File: config.mk
export PLATFORM = sky130hd
export DESIGN_NAME = uart_tx_byte
export DESIGN_NICKNAME = d
export VERILOG_FILES = /design/src/rtl/uart_tx_byte.sv
export SDC_FILE = /design/constraint.sdc
export NUM_CORES = 1
export LEC_CHECK = 0
export CORE_MARGIN = 4
export CORE_UTILIZATION = 35
export DETAILED_ROUTE_END_ITERATION = 12
export PLACE_DENSITY = 0.51
export SLEW_MARGIN = 5
export SYNTH_ARGS = -nofsm -noshare
export SYNTH_HDL_FRONTEND = slang
export SYNTH_SLANG_ARGS = --single-unit
File: constraint.sdc
create_clock -name clk -period 2 [get_ports clk]
set_clock_uncertainty 0.2 [all_clocks]
set_input_delay 0.4 -clock clk [delete_from_list [all_inputs] [get_ports clk]]
set_output_delay 0.4 -clock clk [all_outputs]
set_load 0.01 [all_outputs]
File: src/rtl/uart_tx_byte.sv
// Byte-level 8N1 UART transmitter, LSB first. Accepts a byte while idle,
// frames it as start/8 data/stop and pulses tx_done when the stop bit ends.
module uart_tx_byte #(
   parameter int CLKS_PER_BIT = 434
) (
   input  logic       clk,
   input  logic       rst,
   input  logic       transmit,
   input  logic [7:0] data,
   output logic       tx,
   output logic       tx_idle,
   output logic       tx_done
);

   localparam int BW = (CLKS_PER_BIT > 1) ? $clog2(CLKS_PER_BIT) : 1;
   localparam logic [BW-1:0] BAUD_LAST = BW'(CLKS_PER_BIT - 1);

   typedef enum logic [1:0] {S_IDLE, S_START, S_DATA, S_STOP} state_e;

   state_e        state_q, state_d;
   logic [BW-1:0] baud_q, baud_d;
   logic [2:0]    bit_q, bit_d;
   logic [7:0]    shreg_q, shreg_d;
   logic          tx_q, tx_d;
   logic          idle_q, idle_d;
   logic          done_q, done_d;
   logic          bit_end;

   assign tx      = tx_q;
   assign tx_idle = idle_q;
   assign tx_done = done_q;
   assign bit_end = (baud_q == BAUD_LAST);

   always_ff @(posedge clk or posedge rst) begin
      if (rst) begin
         state_q <= S_IDLE;
         baud_q  <= '0;
         bit_q   <= '0;
         shreg_q <= '0;
         tx_q    <= 1'b1;
         idle_q  <= 1'b1;
         done_q  <= 1'b0;
      end else begin
         state_q <= state_d;
         baud_q  <= baud_d;
         bit_q   <= bit_d;
         shreg_q <= shreg_d;
         tx_q    <= tx_d;
         idle_q  <= idle_d;
         done_q  <= done_d;
      end
   end

   // Every bit boundary restarts the baud counter; between boundaries it just counts.
   always_comb begin
      state_d = state_q;
      baud_d  = bit_end ? '0 : baud_q + 1'b1;
      bit_d   = bit_q;
      shreg_d = shreg_q;
      tx_d    = tx_q;
      idle_d  = idle_q;
      done_d  = 1'b0;
      case (state_q)
         S_IDLE: begin
            baud_d = '0;
            tx_d   = 1'b1;
            idle_d = 1'b1;
            if (transmit) begin
               shreg_d = data;
               bit_d   = '0;
               tx_d    = 1'b0;
               idle_d  = 1'b0;
               state_d = S_START;
            end
         end
         S_START: begin
            if (bit_end) begin
               tx_d    = shreg_q[0];
               shreg_d = {1'b0, shreg_q[7:1]};
               bit_d   = '0;
               state_d = S_DATA;
            end
         end
         S_DATA: begin
            if (bit_end) begin
               bit_d = bit_q + 3'd1;
               if (bit_q == 3'd7) begin
                  tx_d    = 1'b1;
                  state_d = S_STOP;
               end else begin
                  tx_d    = shreg_q[0];
                  shreg_d = {1'b0, shreg_q[7:1]};
               end
            end
         end
         S_STOP: begin
            if (bit_end) begin
               idle_d  = 1'b1;
               done_d  = 1'b1;
               state_d = S_IDLE;
            end
         end
         default: begin
            state_d = S_IDLE;
            tx_d    = 1'b1;
            idle_d  = 1'b1;
         end
      endcase
   end

endmodule

==> results.ini, run 1 <==
[status]
status = complete, no violations

[clocking]
root_buffer = clkbuf_8
max-clock-path-buffers = 2
cts.sinks = 25
cts_tree = built
cts_buffers = 3
path_clk_slew_ns = 0.09
worstSkewPairLatency_ns = 0.27
htreeDepth = 1
hold_buffers = 0

[power]
clkPwrFrac_pct = 36.2
p_per_area_nw_per_um2 = 476.4
ir_worst_vdd_mv = 0.1754
p_comb_share_pct = 4.5
leakage_nw = 0.7474
seqPwrFrac_pct = 59.3
p_int_mw = 0.6702
switchingPower_mw = 0.1810
swShare_pct = 21.27

[setup_path]
crit_chain = clkdlybuf4s50_1
critPathMaxStageDelay_ns = 0.54
critical_path.max_fanout = 2
path_buf_inv = 1
critPathTopFamily = flip-flops
critPathKind = reg -> out
critPathCaptureType = primary output
slowest_stage = dfstp_2
arrival_ns = 1.34
cp.required_ns = 1.40
crit_path_start_kind = flip-flop
r2r_setup_slack_ns = 0.08

[yosys]
synthTopCellsByCount = dfrtp_1 (23), nor2_1 (12), inv_1 (10)
yosys.area.top_type_share_pct = 38.75
yosysSeqAreaShare_pct = 42.29
syn_area_per_cell_um2 = 11.17
synthFlopType = dfrtp_1
yosysMostFrequentCell = dfrtp_1
synth_nets = 153
synth_edf_count = 0
netlist_instances = 133
ys_warn_count = 0
yosysUniqueCellTypes = 44
ys_ff_latch = 25
synthesis.area_um2 = 1485
yosysTopAreaCell = dfrtp_1
synth_async_sr_flop_share_pct = 100.0
synth.area.top_cells = dfrtp_1 (39%), ha_1 (7.6%), mux2i_1 (6.1%)

[floorplanning]
fp.dieW_um = 73.14
io_pins = 14
rows = 23
die_y_um = 73.14
core_area_um2 = 4058
die_area_um2 = 5349
start_util_pct = 36.60

[sta]
finalHoldViolCount = 0
whs_ns = 0.2713
min_period_ns = 1.938
drv_slew = 0
fmaxAchievable_mhz = 516.1
tightest_slew_ns = 0.4848
rsz0062_at_grt = true
setup_ws_ns = 0.06226
finalSetupTns_ns = 0
finalSetupViolCount = 0
slew_headroom_pct = 67.68
post-route-period-util_pct = 96.89

[grt]
grt_pass1_wl_um = 5057
busiest_layer = met2
track_usage_pct = 11.96
met2_usage_pct = 19.66
grt-ovfl-total = 0
grt_max_degree = 26
use_met3_pct = 2.204
antenna_found_initial = 0
grt_pass1_vias = 1130
globalRouteMet1Util_pct = 15.60

[layout]
num_antenna_cells = 0
drive_gt1_share_pct = 21.79
nets = 177
areaGrowthSynthToFinish_pct = 20.30
fin_area_um2 = 1787

[drt]
ant_nets = 0
drc = 0
wl_per_cell_um = 14.54
post_drt_via_cell_ratio = 5.364
vias = 1105
drtPass1Iterations = 4
drt_iter0_drc = 46
postRouteWirelength_um = 2996

[worst_hold_path]
hold_path.class = in -> async

[placed_design]
port_buffers = 13
gp_congestion = 0.8632
place_area_um2 = 1695
place_ws_ns = -0.1446
place_hpwl_um = 2140

[run]
maxCapViolCount = 0

[cells by family (layout without fill, tap and decap cells)]
kind of cell,after synthesis,in the layout,synth area share [%]
AOI/OAI and AO/OA,31,31,17.02
xor gates and xnor gates,7,7,4.128
adders and majority gates,9,9,7.582
buffers and inverters,15,38,4.886
DFF,25,25,42.29
muxes,11,11,7.582
and+or+nand+nor,35,35,16.51
[cell type report]
class / instances / area (um2)
clock buffer: 4 / 45.04
fill: 373 / 2271
inverter: 10 / 37.54
multi-input combinational: 93 / 800.8
sequential: 25 / 628.1
tap: 50 / 62.56
timing repair buffer: 24 / 212.7
[metrics by stage]
stage	total power, mW	utilization [%]	std cells
global route	0.8875	44.03	206
global placement	0.5535	41.78	198
CTS	0.8639	42.89	202
floorplan	0.5271	-	133
detailed placement	0.5542	41.78	198
finish	0.8513	44.03	206
[power by group through the flow]
| stage | clock network [mW] | logic (mW) | registers (mW) |
|---|---|---|---|
| after floorplan | 0 | 0.0120 | 0.515 |
| after global placement | 0 | 0.0384 | 0.515 |
| after detailed placement | 0 | 0.0392 | 0.515 |
| after CTS | 0.319 | 0.0393 | 0.505 |
| after global routing | 0.339 | 0.0428 | 0.505 |
| final | 0.308 | 0.0379 | 0.505 |
[metal layers]
layer	part of all wire [%]	up-vias
li1	-	536
met1	49	543
met2	46	22
met3	3.3	4
met4	1.2	0
met5	0	-
[placed cells by master (no fill, tap or decap), types with 3 or more instances in the layout]
cell type,synthesis,final
clkdlybuf4s50_1,0,13
nand3_1,3,3
xnor2_1,5,5
a221oi_1,8,6
a22o_1,3,3
nor2_1,12,12
buf_4,2,11
clkbuf_8,0,3
ha_1,9,8
dfrtp_1,23,23
a31oi_1,7,7
mux2i_1,9,9
inv_1,10,8
[registers in the layout, summed over array words and instances, names as in the netlist]
| register | cells |
|---|---|
| tx | 1 |
| shreg_q | 8 |
| baud_q | 9 |
| bit_q | 3 |
| tx_done | 1 |
| state_q | 2 |
| tx_idle | 1 |
[final timing paths]
path / startpoint / to / depth (start not counted)
setup reg to reg: baud_q[1] / bit_q[2] / 6
setup / recovery: tx / tx / 1
max in group asynchronous: rst / tx / 3
hold / removal: rst / baud_q[1] / 3
hold reg to reg: baud_q[0] / baud_q[0] / 2
min in group clk: baud_q[0] / baud_q[0] / 2
[what timing repair did]
| item | CTS | global route |
|---|---|---|
| resized for setup | 0 | 6 |
| hold endpoints to repair | 0 | 0 |
| buffers inserted | 0 | 4 |
| setup endpoints to repair | 0 | 9 |
Power figures use the tool's default switching activity.
==> run 2, diff against run 1 <==
SKIP_CTS_REPAIR_TIMING = 1   (was unset)
SKIP_LAST_GASP = 1   (was unset)
==> results.ini, run 2 (synthesis results as in run 1) <==
[status]
status = complete, no violations  ; unchanged

[layout]
num-fill-cells = 373  ; unchanged
drive_gt1_share_pct = 21.79  ; unchanged
areaGrowthSynthToFinish_pct = 20.30  ; unchanged
final_core_util_pct = 44.03  ; unchanged
layout_common_cells = dfrtp_1 (23), clkdlybuf4s50_1 (13), nor2_1 (12), buf_4 (11), mux2i_1 (9)  ; unchanged
num_antenna_cells = 0  ; unchanged
top_regs = baud_q x9, shreg_q x8, bit_q x3  ; unchanged
multi_input_area_um2 = 800.8  ; unchanged
layout_commonest_cell = dfrtp_1  ; unchanged
regArea_um2 = 628.1  ; unchanged
nets = 177  ; unchanged
largest_reg_flops = 9  ; unchanged
top_register = baud_q  ; unchanged

[floorplanning]
fp.dieW_um = 73.14  ; unchanged
die_y_um = 73.14  ; unchanged
start_util_pct = 36.60  ; unchanged
io_pins = 14  ; unchanged
core_area_um2 = 4058  ; unchanged
rows = 23  ; unchanged
die_area_um2 = 5349  ; unchanged

[worst_hold_path]
hold_path.class = in -> async  ; unchanged

[setup_path]
critPathCaptureType = primary output  ; unchanged
rr_endpoint = bit_q[2]  ; unchanged
crit_chain = clkdlybuf4s50_1  ; unchanged
critPathMaxStageDelay_ns = 0.54  ; about the same
r2r_setup_slack_ns = 0.08  ; about the same
critPathTopFamily = flip-flops  ; unchanged
cp.required_ns = 1.40  ; about the same
arrival_ns = 1.34  ; about the same
critical_path.max_fanout = 2  ; unchanged
crit_path_start_kind = flip-flop  ; unchanged
critPathKind = reg -> out  ; unchanged
slowest_stage = dfstp_2  ; unchanged
reg2regPathDepth = 6  ; unchanged
worstReg2RegStart = baud_q[1]  ; unchanged
path_buf_inv = 1  ; unchanged

[run]
maxCapViolCount = 0  ; unchanged

[power]
power_mw = 0.8513  ; unchanged
ir_worst_vdd_mv = 0.1754  ; unchanged
p_per_area_nw_per_um2 = 476.4  ; unchanged
leakage_nw = 0.7474  ; unchanged

[drt]
postRouteWirelength_um = 2996  ; unchanged
vias = 1105  ; unchanged
post_drt_via_cell_ratio = 5.364  ; unchanged
drc = 0  ; unchanged
drt_iter0_drc = 46  ; unchanged
wl_per_cell_um = 14.54  ; unchanged
ant_nets = 0  ; unchanged
drtPass1Iterations = 4  ; unchanged

[grt]
track_usage_pct = 11.96  ; unchanged
antenna_found_initial = 0  ; unchanged
use_met3_pct = 2.204  ; unchanged
grt_max_degree = 26  ; unchanged
busiest_layer = met2  ; unchanged
grt_pass1_wl_um = 5057  ; unchanged
grt-ovfl-total = 0  ; unchanged
met2_usage_pct = 19.66  ; unchanged
globalRouteMet1Util_pct = 15.60  ; unchanged
grt_pass1_vias = 1130  ; unchanged

[placed_design]
port_buffers = 13  ; unchanged
gp_congestion = 0.8632  ; unchanged
place_hpwl_um = 2140  ; unchanged

[clocking]
cts_buffers = 3  ; unchanged
path_clk_slew_ns = 0.09  ; about the same
root_buffer = clkbuf_8  ; unchanged
max-clock-path-buffers = 2  ; unchanged
cts_tree = built  ; unchanged
htreeDepth = 1  ; unchanged
worstSkewPairLatency_ns = 0.27  ; about the same
cts.sinks = 25  ; unchanged

[sta]
min_period_ns = 1.938  ; unchanged
tightest_slew_ns = 0.4848  ; unchanged
post-route-period-util_pct = 96.89  ; unchanged
finalSetupViolCount = 0  ; unchanged
fmaxAchievable_mhz = 516.1  ; unchanged
drv_slew = 0  ; unchanged
finalHoldViolCount = 0  ; unchanged
rsz0062_at_grt = true  ; unchanged
whs_ns = 0.2713  ; unchanged
slew_headroom_pct = 67.68  ; unchanged

-- run 2: cell counts in the layout (fill, tap and decap cells not counted) --
No cell type changed its count.
-- run 2: how the worst max path moves through the flow --
stage	depth (start not counted)	startpoint	endpoint	slack, ns
final	1	tx	tx	0.06
after global routing	6	baud_q[1]	bit_q[2]	-0.004
after CTS	6	state_q[0]	shreg_q[7]	0.02
after detailed placement	5	transmit	shreg_q[7]	-0.14
after global placement	5	transmit	shreg_q[7]	-0.11
after floorplan	6	state_q[0]	bit_q[0]	0.20
-- run 2: per-stage QoR --
step / TNS [ns] / cells / cell area, um2 / setup slack (ns)
floorplan: 0 / 133 / 1485 / 0.1954
global placement: -0.6259 / 198 / 1695 / -0.1146
detailed placement: -0.7152 / 198 / 1695 / -0.1446
CTS: 0 / 202 / 1740 / 0.02275
global route: -0.003726 / 206 / 1787 / -0.003726
finish: 0 / 206 / 1787 / 0.06226
-- run 2: per-layer routing --
metal | routed length [um] | vias to the layer above | share of wire [%]
met1 | 1474 | 543 | 49
met5 | 0 | - | 0
met4 | 35 | 0 | 1.2
met2 | 1388 | 22 | 46
li1 | - | 536 | -
met3 | 98 | 4 | 3.3
-- run 2: final cells by class --
type / instances / share of cell area [%]
multi-input cells: 93 / 44.82
repair buffers: 24 / 11.90
clock buffers: 4 / 2.521
well taps: 50 / 3.501
flip-flops and latches: 25 / 35.15
inverters: 10 / 2.101
-- run 2: power breakdown --
| group | total [mW] | switching (mW) | leakage [nW] | internal, mW |
|---|---|---|---|---|
| Combinational | 0.0379 | 0.0156 | 0.413 | 0.0223 |
| Sequential | 0.505 | 0 | 0.312 | 0.505 |
| Clock | 0.308 | 0.165 | 0.0228 | 0.143 |
| Total | 0.851 | 0.181 | 0.747 | 0.670 |
